File: src/rtl/control_fsm.sv
// control_fsm: multicycle Moore control unit for the TinyV datapath.
// Sequences fetch/decode/execute/memory/writeback from the opcode returned by the
// datapath. It also provides run/step gating, halt/illegal detection and a
// retired-instruction counter.
module control_fsm #(
  parameter int                      OPCODE_WIDTH = 6,
  parameter int                      ALU_SEL_SIZE = 4,
  parameter int                      CNT_W        = 32,
  parameter logic [ALU_SEL_SIZE-1:0] ALU_ADD      = ALU_SEL_SIZE'(4'h0),
  parameter logic [ALU_SEL_SIZE-1:0] ALU_SEQ      = ALU_SEL_SIZE'(4'hA),
  parameter logic [ALU_SEL_SIZE-1:0] ALU_PASSA    = ALU_SEL_SIZE'(4'hF)
) (
  input  logic                    clk,
  input  logic                    rst,
  input  logic                    run,
  input  logic [OPCODE_WIDTH-1:0] codop,
  output logic [1:0]              pcWrSel,
  output logic                    pcCtrl,
  output logic                    memAdrSel,
  output logic                    memWrCtl,
  output logic [ALU_SEL_SIZE-1:0] aluOp,
  output logic                    aluASel,
  output logic [1:0]              aluBSel,
  output logic                    regWCtl,
  output logic                    regDataSel,
  output logic [1:0]              regWSel,
  output logic                    halted,
  output logic                    illegal,
  output logic                    retire,
  output logic [CNT_W-1:0]        instr_count,
  output logic [3:0]              state_dbg
);

  localparam logic [OPCODE_WIDTH-1:0] OP_ADDI = OPCODE_WIDTH'(6'h10);
  localparam logic [OPCODE_WIDTH-1:0] OP_LW   = OPCODE_WIDTH'(6'h11);
  localparam logic [OPCODE_WIDTH-1:0] OP_SW   = OPCODE_WIDTH'(6'h12);
  localparam logic [OPCODE_WIDTH-1:0] OP_BEQ  = OPCODE_WIDTH'(6'h13);
  localparam logic [OPCODE_WIDTH-1:0] OP_JMP  = OPCODE_WIDTH'(6'h14);
  localparam logic [OPCODE_WIDTH-1:0] OP_JAL  = OPCODE_WIDTH'(6'h15);
  localparam logic [OPCODE_WIDTH-1:0] OP_HALT = OPCODE_WIDTH'(6'h3F);

  // Encoding follows the order the states are introduced; state_dbg exposes it.
  typedef enum logic [3:0] {
    IDLE, FETCH, DECODE, EXEC_R, ALU_WB, EXEC_I, ALUI_WB, MEM_ADDR,
    MEM_RD, MEM_WB, MEM_WR, BRANCH, JUMP, JAL_LINK, JAL_WB, HALT
  } state_t;

  typedef struct packed {
    logic [1:0]              pc_wr_sel;
    logic                    pc_ctrl;
    logic                    mem_adr_sel;
    logic                    mem_wr_ctl;
    logic [ALU_SEL_SIZE-1:0] alu_op;
    logic                    alu_a_sel;
    logic [1:0]              alu_b_sel;
    logic                    reg_w_ctl;
    logic                    reg_data_sel;
    logic [1:0]              reg_w_sel;
  } ctl_t;

  state_t                  state;
  state_t                  next_state;
  logic [OPCODE_WIDTH-1:0] opcode_q;
  logic [OPCODE_WIDTH-1:0] opc_next;
  logic                    retire_next;
  ctl_t                    ctl_q;

  function automatic logic is_rtype(input logic [OPCODE_WIDTH-1:0] op);
    return op[OPCODE_WIDTH-1 -: 2] == 2'b00;
  endfunction

  function automatic logic is_legal(input logic [OPCODE_WIDTH-1:0] op);
    return is_rtype(op) ||
           (op inside {OP_ADDI, OP_LW, OP_SW, OP_BEQ, OP_JMP, OP_JAL, OP_HALT});
  endfunction

  function automatic state_t next_of(input state_t s, input logic go,
                                     input logic [OPCODE_WIDTH-1:0] cod,
                                     input logic [OPCODE_WIDTH-1:0] opc);
    state_t n;
    // NOTE: start from a default so every path assigns n and no latch can be inferred.
    n = IDLE;
    case (s)
      IDLE:     n = go ? FETCH : IDLE;
      FETCH:    n = DECODE;
      DECODE: begin
        if (is_rtype(cod)) n = EXEC_R;
        else begin
          case (cod)
            OP_ADDI:      n = EXEC_I;
            OP_LW, OP_SW: n = MEM_ADDR;
            OP_BEQ:       n = BRANCH;
            OP_JMP:       n = JUMP;
            OP_JAL:       n = JAL_LINK;
            default:      n = HALT;
          endcase
        end
      end
      EXEC_R:   n = ALU_WB;
      EXEC_I:   n = ALUI_WB;
      MEM_ADDR: n = (opc == OP_LW) ? MEM_RD : MEM_WR;
      MEM_RD:   n = MEM_WB;
      JAL_LINK: n = JAL_WB;
      HALT:     n = HALT;
      default:  n = IDLE;
    endcase
    return n;
  endfunction

  // Control word for a state; opc is the opcode that will be latched in that state.
  function automatic ctl_t ctl_for(input state_t s, input logic [OPCODE_WIDTH-1:0] opc);
    ctl_t c;
    c        = '0;
    c.alu_op = ALU_ADD;
    case (s)
      FETCH:    begin c.alu_b_sel = 2'd1; c.pc_ctrl = 1'b1; end
      DECODE:   c.alu_b_sel = 2'd2;
      EXEC_R:   begin c.alu_a_sel = 1'b1; c.alu_op = ALU_SEL_SIZE'(opc[3:0]); end
      ALU_WB:   begin c.reg_w_ctl = 1'b1; c.reg_data_sel = 1'b1; end
      EXEC_I,
      MEM_ADDR: begin c.alu_a_sel = 1'b1; c.alu_b_sel = 2'd2; end
      ALUI_WB:  begin c.reg_w_ctl = 1'b1; c.reg_data_sel = 1'b1; c.reg_w_sel = 2'd1; end
      MEM_RD:   c.mem_adr_sel = 1'b1;
      MEM_WB:   begin c.reg_w_ctl = 1'b1; c.reg_w_sel = 2'd1; end
      MEM_WR:   begin c.mem_adr_sel = 1'b1; c.mem_wr_ctl = 1'b1; end
      BRANCH:   begin c.alu_a_sel = 1'b1; c.alu_op = ALU_SEQ; c.pc_wr_sel = 2'd1; end
      JUMP:     begin c.pc_wr_sel = 2'd2; c.pc_ctrl = 1'b1; end
      JAL_LINK: c.alu_op = ALU_PASSA;
      JAL_WB:   begin
        c.reg_w_ctl = 1'b1; c.reg_w_sel = 2'd2; c.reg_data_sel = 1'b1;
        c.pc_wr_sel = 2'd2; c.pc_ctrl = 1'b1;
      end
      default:  ;
    endcase
    return c;
  endfunction

  // Outputs are registered from the upcoming state so they line up with state_dbg.
  assign next_state  = next_of(state, run, codop, opcode_q);
  assign opc_next    = (state == DECODE) ? codop : opcode_q;
  assign retire_next = (next_state inside {ALU_WB, ALUI_WB, MEM_WB, MEM_WR, BRANCH, JUMP, JAL_WB}) ||
                       (state == DECODE && codop == OP_HALT);

  // State, latched opcode, registered control word, sticky flags and retire counter.
  always_ff @(posedge clk) begin
    // NOTE: every register here, including the control word, is reset so an aborted
    // instruction can never leave a write enable asserted.
    if (rst) begin
      state       <= IDLE;
      opcode_q    <= '0;
      ctl_q       <= ctl_for(IDLE, '0);
      halted      <= 1'b0;
      illegal     <= 1'b0;
      retire      <= 1'b0;
      instr_count <= '0;
    end else begin
      // NOTE: non-blocking assignments so every register samples pre-edge values.
      state  <= next_state;
      ctl_q  <= ctl_for(next_state, opc_next);
      retire <= retire_next;
      if (state == DECODE) opcode_q <= codop;
      if (retire_next) instr_count <= instr_count + 1'b1;
      if (next_state == HALT) halted <= 1'b1;
      if (state == DECODE && !is_legal(codop)) illegal <= 1'b1;
    end
  end

  assign pcWrSel    = ctl_q.pc_wr_sel;
  assign pcCtrl     = ctl_q.pc_ctrl;
  assign memAdrSel  = ctl_q.mem_adr_sel;
  assign memWrCtl   = ctl_q.mem_wr_ctl;
  assign aluOp      = ctl_q.alu_op;
  assign aluASel    = ctl_q.alu_a_sel;
  assign aluBSel    = ctl_q.alu_b_sel;
  assign regWCtl    = ctl_q.reg_w_ctl;
  assign regDataSel = ctl_q.reg_data_sel;
  assign regWSel    = ctl_q.reg_w_sel;
  assign state_dbg  = state;

endmodule
File: config.mk
export PLATFORM = sky130hd
export DESIGN_NAME = control_fsm
export DESIGN_NICKNAME = d
export VERILOG_FILES = /design/src/rtl/control_fsm.sv
export SDC_FILE = /design/constraint.sdc
export NUM_CORES = 1
export LEC_CHECK = 0
export BUFFER_PORTS_ARGS = -buffer_cell sky130_fd_sc_hd__buf_4
export CAP_MARGIN = 20
export CORE_MARGIN = 5
export CORE_UTILIZATION = 40
export CTS_BUF_LIST = sky130_fd_sc_hd__clkbuf_8 sky130_fd_sc_hd__clkbuf_16
export CTS_CLUSTER_SIZE = 30
export DETAILED_ROUTE_END_ITERATION = 12
export GPL_ROUTABILITY_DRIVEN = 0
export SYNTH_ARGS = -nofsm -noshare
export SYNTH_HDL_FRONTEND = slang
export SYNTH_SLANG_ARGS = --single-unit
File: constraint.sdc
create_clock -name clk -period 2.7 [get_ports clk]
set_input_delay 0 -clock clk [delete_from_list [all_inputs] [get_ports clk]]
set_output_delay 0 -clock clk [all_outputs]
set_load 0.05 [all_outputs]
==> reports/metrics.yaml <==
timing:
  worst_slew_pin_slew_ns: 0.564
  finalHoldViolCount: 0
  setup_violations: 0
  fin_crit_ns: 2.53
  relSlewSlack: 0.624
  final_max_slew_viol_count: 0
  timing.final.crit_share: 0.938
  rsz0062_at_grt: "false"
  fmax_mhz: 395
  finClkSkew_ns: 0.0114
  tns_ns: 0
synthesis:
  synth-compound-area-share: 0.193
  ys.flop_type: "dfxtp_1"
  syn-num-nets: 350
  yosysTopAreaCell: "dfxtp_1"
  ys_async_sr_fraction: 0
  synth_seq_cells: 61
  ys_types: 48
  netlist_area_um2: 2790
  synth_edf_count: 0
  synth_top_family_by_area: "simple AND/OR/NAND/NOR gates"
  synthSimpleGateAreaFrac: 0.279
  ys_warn_count: 0
  syn_avg_cell_area_um2: 8.22
  yosysTopAreaCellShare: 0.437
  synthMuxAreaShare: 0.0215
  synthCells: 340
  synth_common_cells: "61 x dfxtp_1, 38 x a21oi_1, 31 x nor2_1"
  ys_top_cells_by_area: "dfxtp_1 44%, a21oi_1 6.8%, or3_1 5.8%"
  synth_fa_ha_area_frac: 0.00448
  yosysMostFrequentCell: "dfxtp_1"
  ys_seq_area_frac: 0.437
  synth-xor-area-share: 0.0215
power_and_ir_drop:
  cellLeakagePower_uw: 0.00135
  power.internal_uw: 1690
  power_switching_uw: 930
  combPwrFrac: 0.298
  seqPwrFrac: 0.390
  p_sw_frac: 0.355
  clockPowerShare: 0.312
  ir_worst_vdd_uv: 369
  cellPowerDensity_nw_per_um2: 720
critical_path:
  cpMaxStageDelayCell: "or4b_1"
  path_delay_family: "simple AND/OR/NAND/NOR gates"
  cp-start-kind: "input pin"
  crit_path_max_incr_delay_ns: 0.54
  crit_path_end_kind: "flop"
  timing.rr.end: "instr_count[14]"
  crit_chain: "dlygate4sd3_1 -> buf_4 -> or4b_1 -> o21ai_1 -> and3_4 -> xor2_2 -> a21boi_2 -> buf_12 -> or4_1 -> a21oi_1"
  cp.buffers_inverters: 3
  critPathMaxFanout: 38
  crit_arrival_ns: 2.80
  reg2reg_slack_ns: 0.26
  required_ns: 2.96
  reg2reg_from: "state_dbg[0]"
  ff2ff_path_depth: 8
  path_class: "input pin to flop"
hold_path:
  hold_path_class: "input pin to flop"
  hp-start: "codop[0]"
  min_to: "opcode_q[0]"
  holdPathStages: 3
flow_run:
  max-cap-violations: 0
detailed_routing:
  routed_wl_um: 7030
  drt_iter0_drc: 110
  wl_per_cell_um: 13.8
  first_pass_iters: 4
  vias_per_cell: 5.27
  remaining_drc_errors: 0
  antenna_left: 0
  vias: 2683
floorplanning:
  die_x_um: 93.6
  coreArea_um2: 6790
  dieArea_um2: 8760
  io_pins: 64
  rows: 30
  initial_core_util: 0.411
  fp.dieH_um: 93.6
global_route:
  grt_max_degree: 54
  grt_first_pass_wirelength_um: 11800
  grt_pass1_vias: 2538
  grt_use_total: 0.169
  gr-total-overflow: 0
  antenna_found_initial: 0
placement:
  dp_hpwl_um: 5040
  placedCellCount: 488
  port_buffers: 63
clock_tree:
  clock_latency_ns: 0.34
  clk_pin_slew_worst_paths_ns: 0.07
  max-clock-path-buffers: 2
  root_buffer: "clkbuf_8"
  cts_tree: "yes"
  cts_max_level: 3
  cts_buffers: 9
  cts.sinks: 61
cells_and_area:
  layout.cells.non_filler: 509
  area_delta_synth_final_pct: 30.2
  antennaDiodeCount: 0
  final_layout_size_suffix_gt1_frac: 0.235
  utilization: 0.536
  nets: 418
run_status:
  status: "finished clean"
flip-flops by register name (all words and copies together), names as in the netlist, 2 cells and up:
register	cells
instr_count	32
opcode_q	6
aluOp	4
state_dbg	4
aluBSel	2
pcWrSel	2
regWSel	2
worst reg2reg max path: stages (launching register included):
cell and delay, ns:
dfxtp_1 0.40, nor4b_2 0.43, o21a_1 0.26, a22oi_2 0.13, xor2_2 0.21, a21boi_2 0.10
buf_12 0.16, or4_1 0.51, a21oi_1 0.15
worst max-delay path by stage:
stage / cells past startpoint / start / slack (ns) / to
6_report: 10 / codop[5] / 0.17 / instr_count[14]
5_1_grt: 10 / codop[5] / 0.07 / instr_count[14]
4_1_cts: 10 / codop[5] / 0.19 / instr_count[14]
3_5_place_dp: 8 / state_dbg[0] / 0.33 / instr_count[26]
3_3_place_gp: 8 / state_dbg[0] / 0.38 / instr_count[14]
2_1_floorplan: 10 / state_dbg[0] / 0.11 / instr_count[14]
metal layers:
| layer | vias to the layer above | track usage | share of wire | wire length [um] |
|---|---|---|---|---|
| li1 | 1377 | - | - | - |
| met1 | 1238 | 0.198 | 0.44 | 3090 |
| met3 | 15 | 0.0442 | 0.041 | 290 |
| met4 | 0 | 0.0794 | 0.022 | 158 |
| met2 | 53 | 0.286 | 0.50 | 3490 |
| met5 | - | 0 | 0 | 0 |
power groups by stage:
stage | clock [uW] | combinational (uW) | sequential (uW)
6_report | 816 | 780 | 1020
5_1_grt | 889 | 842 | 1040
4_1_cts | 838 | 785 | 1020
3_5_place_dp | 0 | 778 | 1040
3_3_place_gp | 0 | 772 | 1040
2_1_floorplan | 0 | 401 | 1200
per-stage QoR:
stage	hold WS, ns	power (uW)	setup WS, ns	instance area [um^2]
6_report	0.0357	2620	0.167	3640
5_1_grt	0.0894	2770	0.0662	3640
3_5_place_dp	0.304	1820	0.334	3390
3_3_place_gp	0.294	1810	0.377	3390
2_1_floorplan	0.147	1600	0.108	2800
4_1_cts	0.0249	2650	0.191	3640
cells by family (layout without fill, tap and decap cells):
kind of cell / after synthesis / count (layout)
and+or+nand+nor: 147 / 147
AOI/OAI and AO/OA: 91 / 91
adders and majority gates: 1 / 1
muxes: 6 / 6
DFF: 61 / 61
xor gates and xnor gates: 6 / 6
buffers and inverters: 28 / 101
final cells by class:
cell class | instances | area, um^2
Tap cell | 96 | 120
Timing Repair Buffer | 78 | 611
Clock buffer | 10 | 138
Multi-Input combinational cell | 251 | 1460
Sequential cell | 61 | 1220
Fill cell | 654 | 3160
Clock inverter | 6 | 63.8
Inverter | 7 | 26.3
cells in the final DEF, fill, tap and decap left out, drive strengths merged, types with 2 or more instances in the layout:
cell and instances:
a21o 3, a21oi 38, and2 2, and3 6, and4 2, buf 73, clkbuf 10, clkinv 3
dfxtp 61, dlygate4sd3 5, inv 8, mux2i 6, nand2 28, nand2b 2, nand3 9, nand4 11
nor2 31, nor2b 4, nor3 12, nor4 2, nor4b 2, o21a 4, o21ai 28, o31ai 5
or2 2, or3 26, or4 5, xnor2 4, xor2 2
timing repair:
item	in CTS	in global routing
hold buffers	5	0
hold endpoints to repair	5	0
resized for setup	0	0
buffers inserted	0	0
Power figures use the tool's default switching activity.
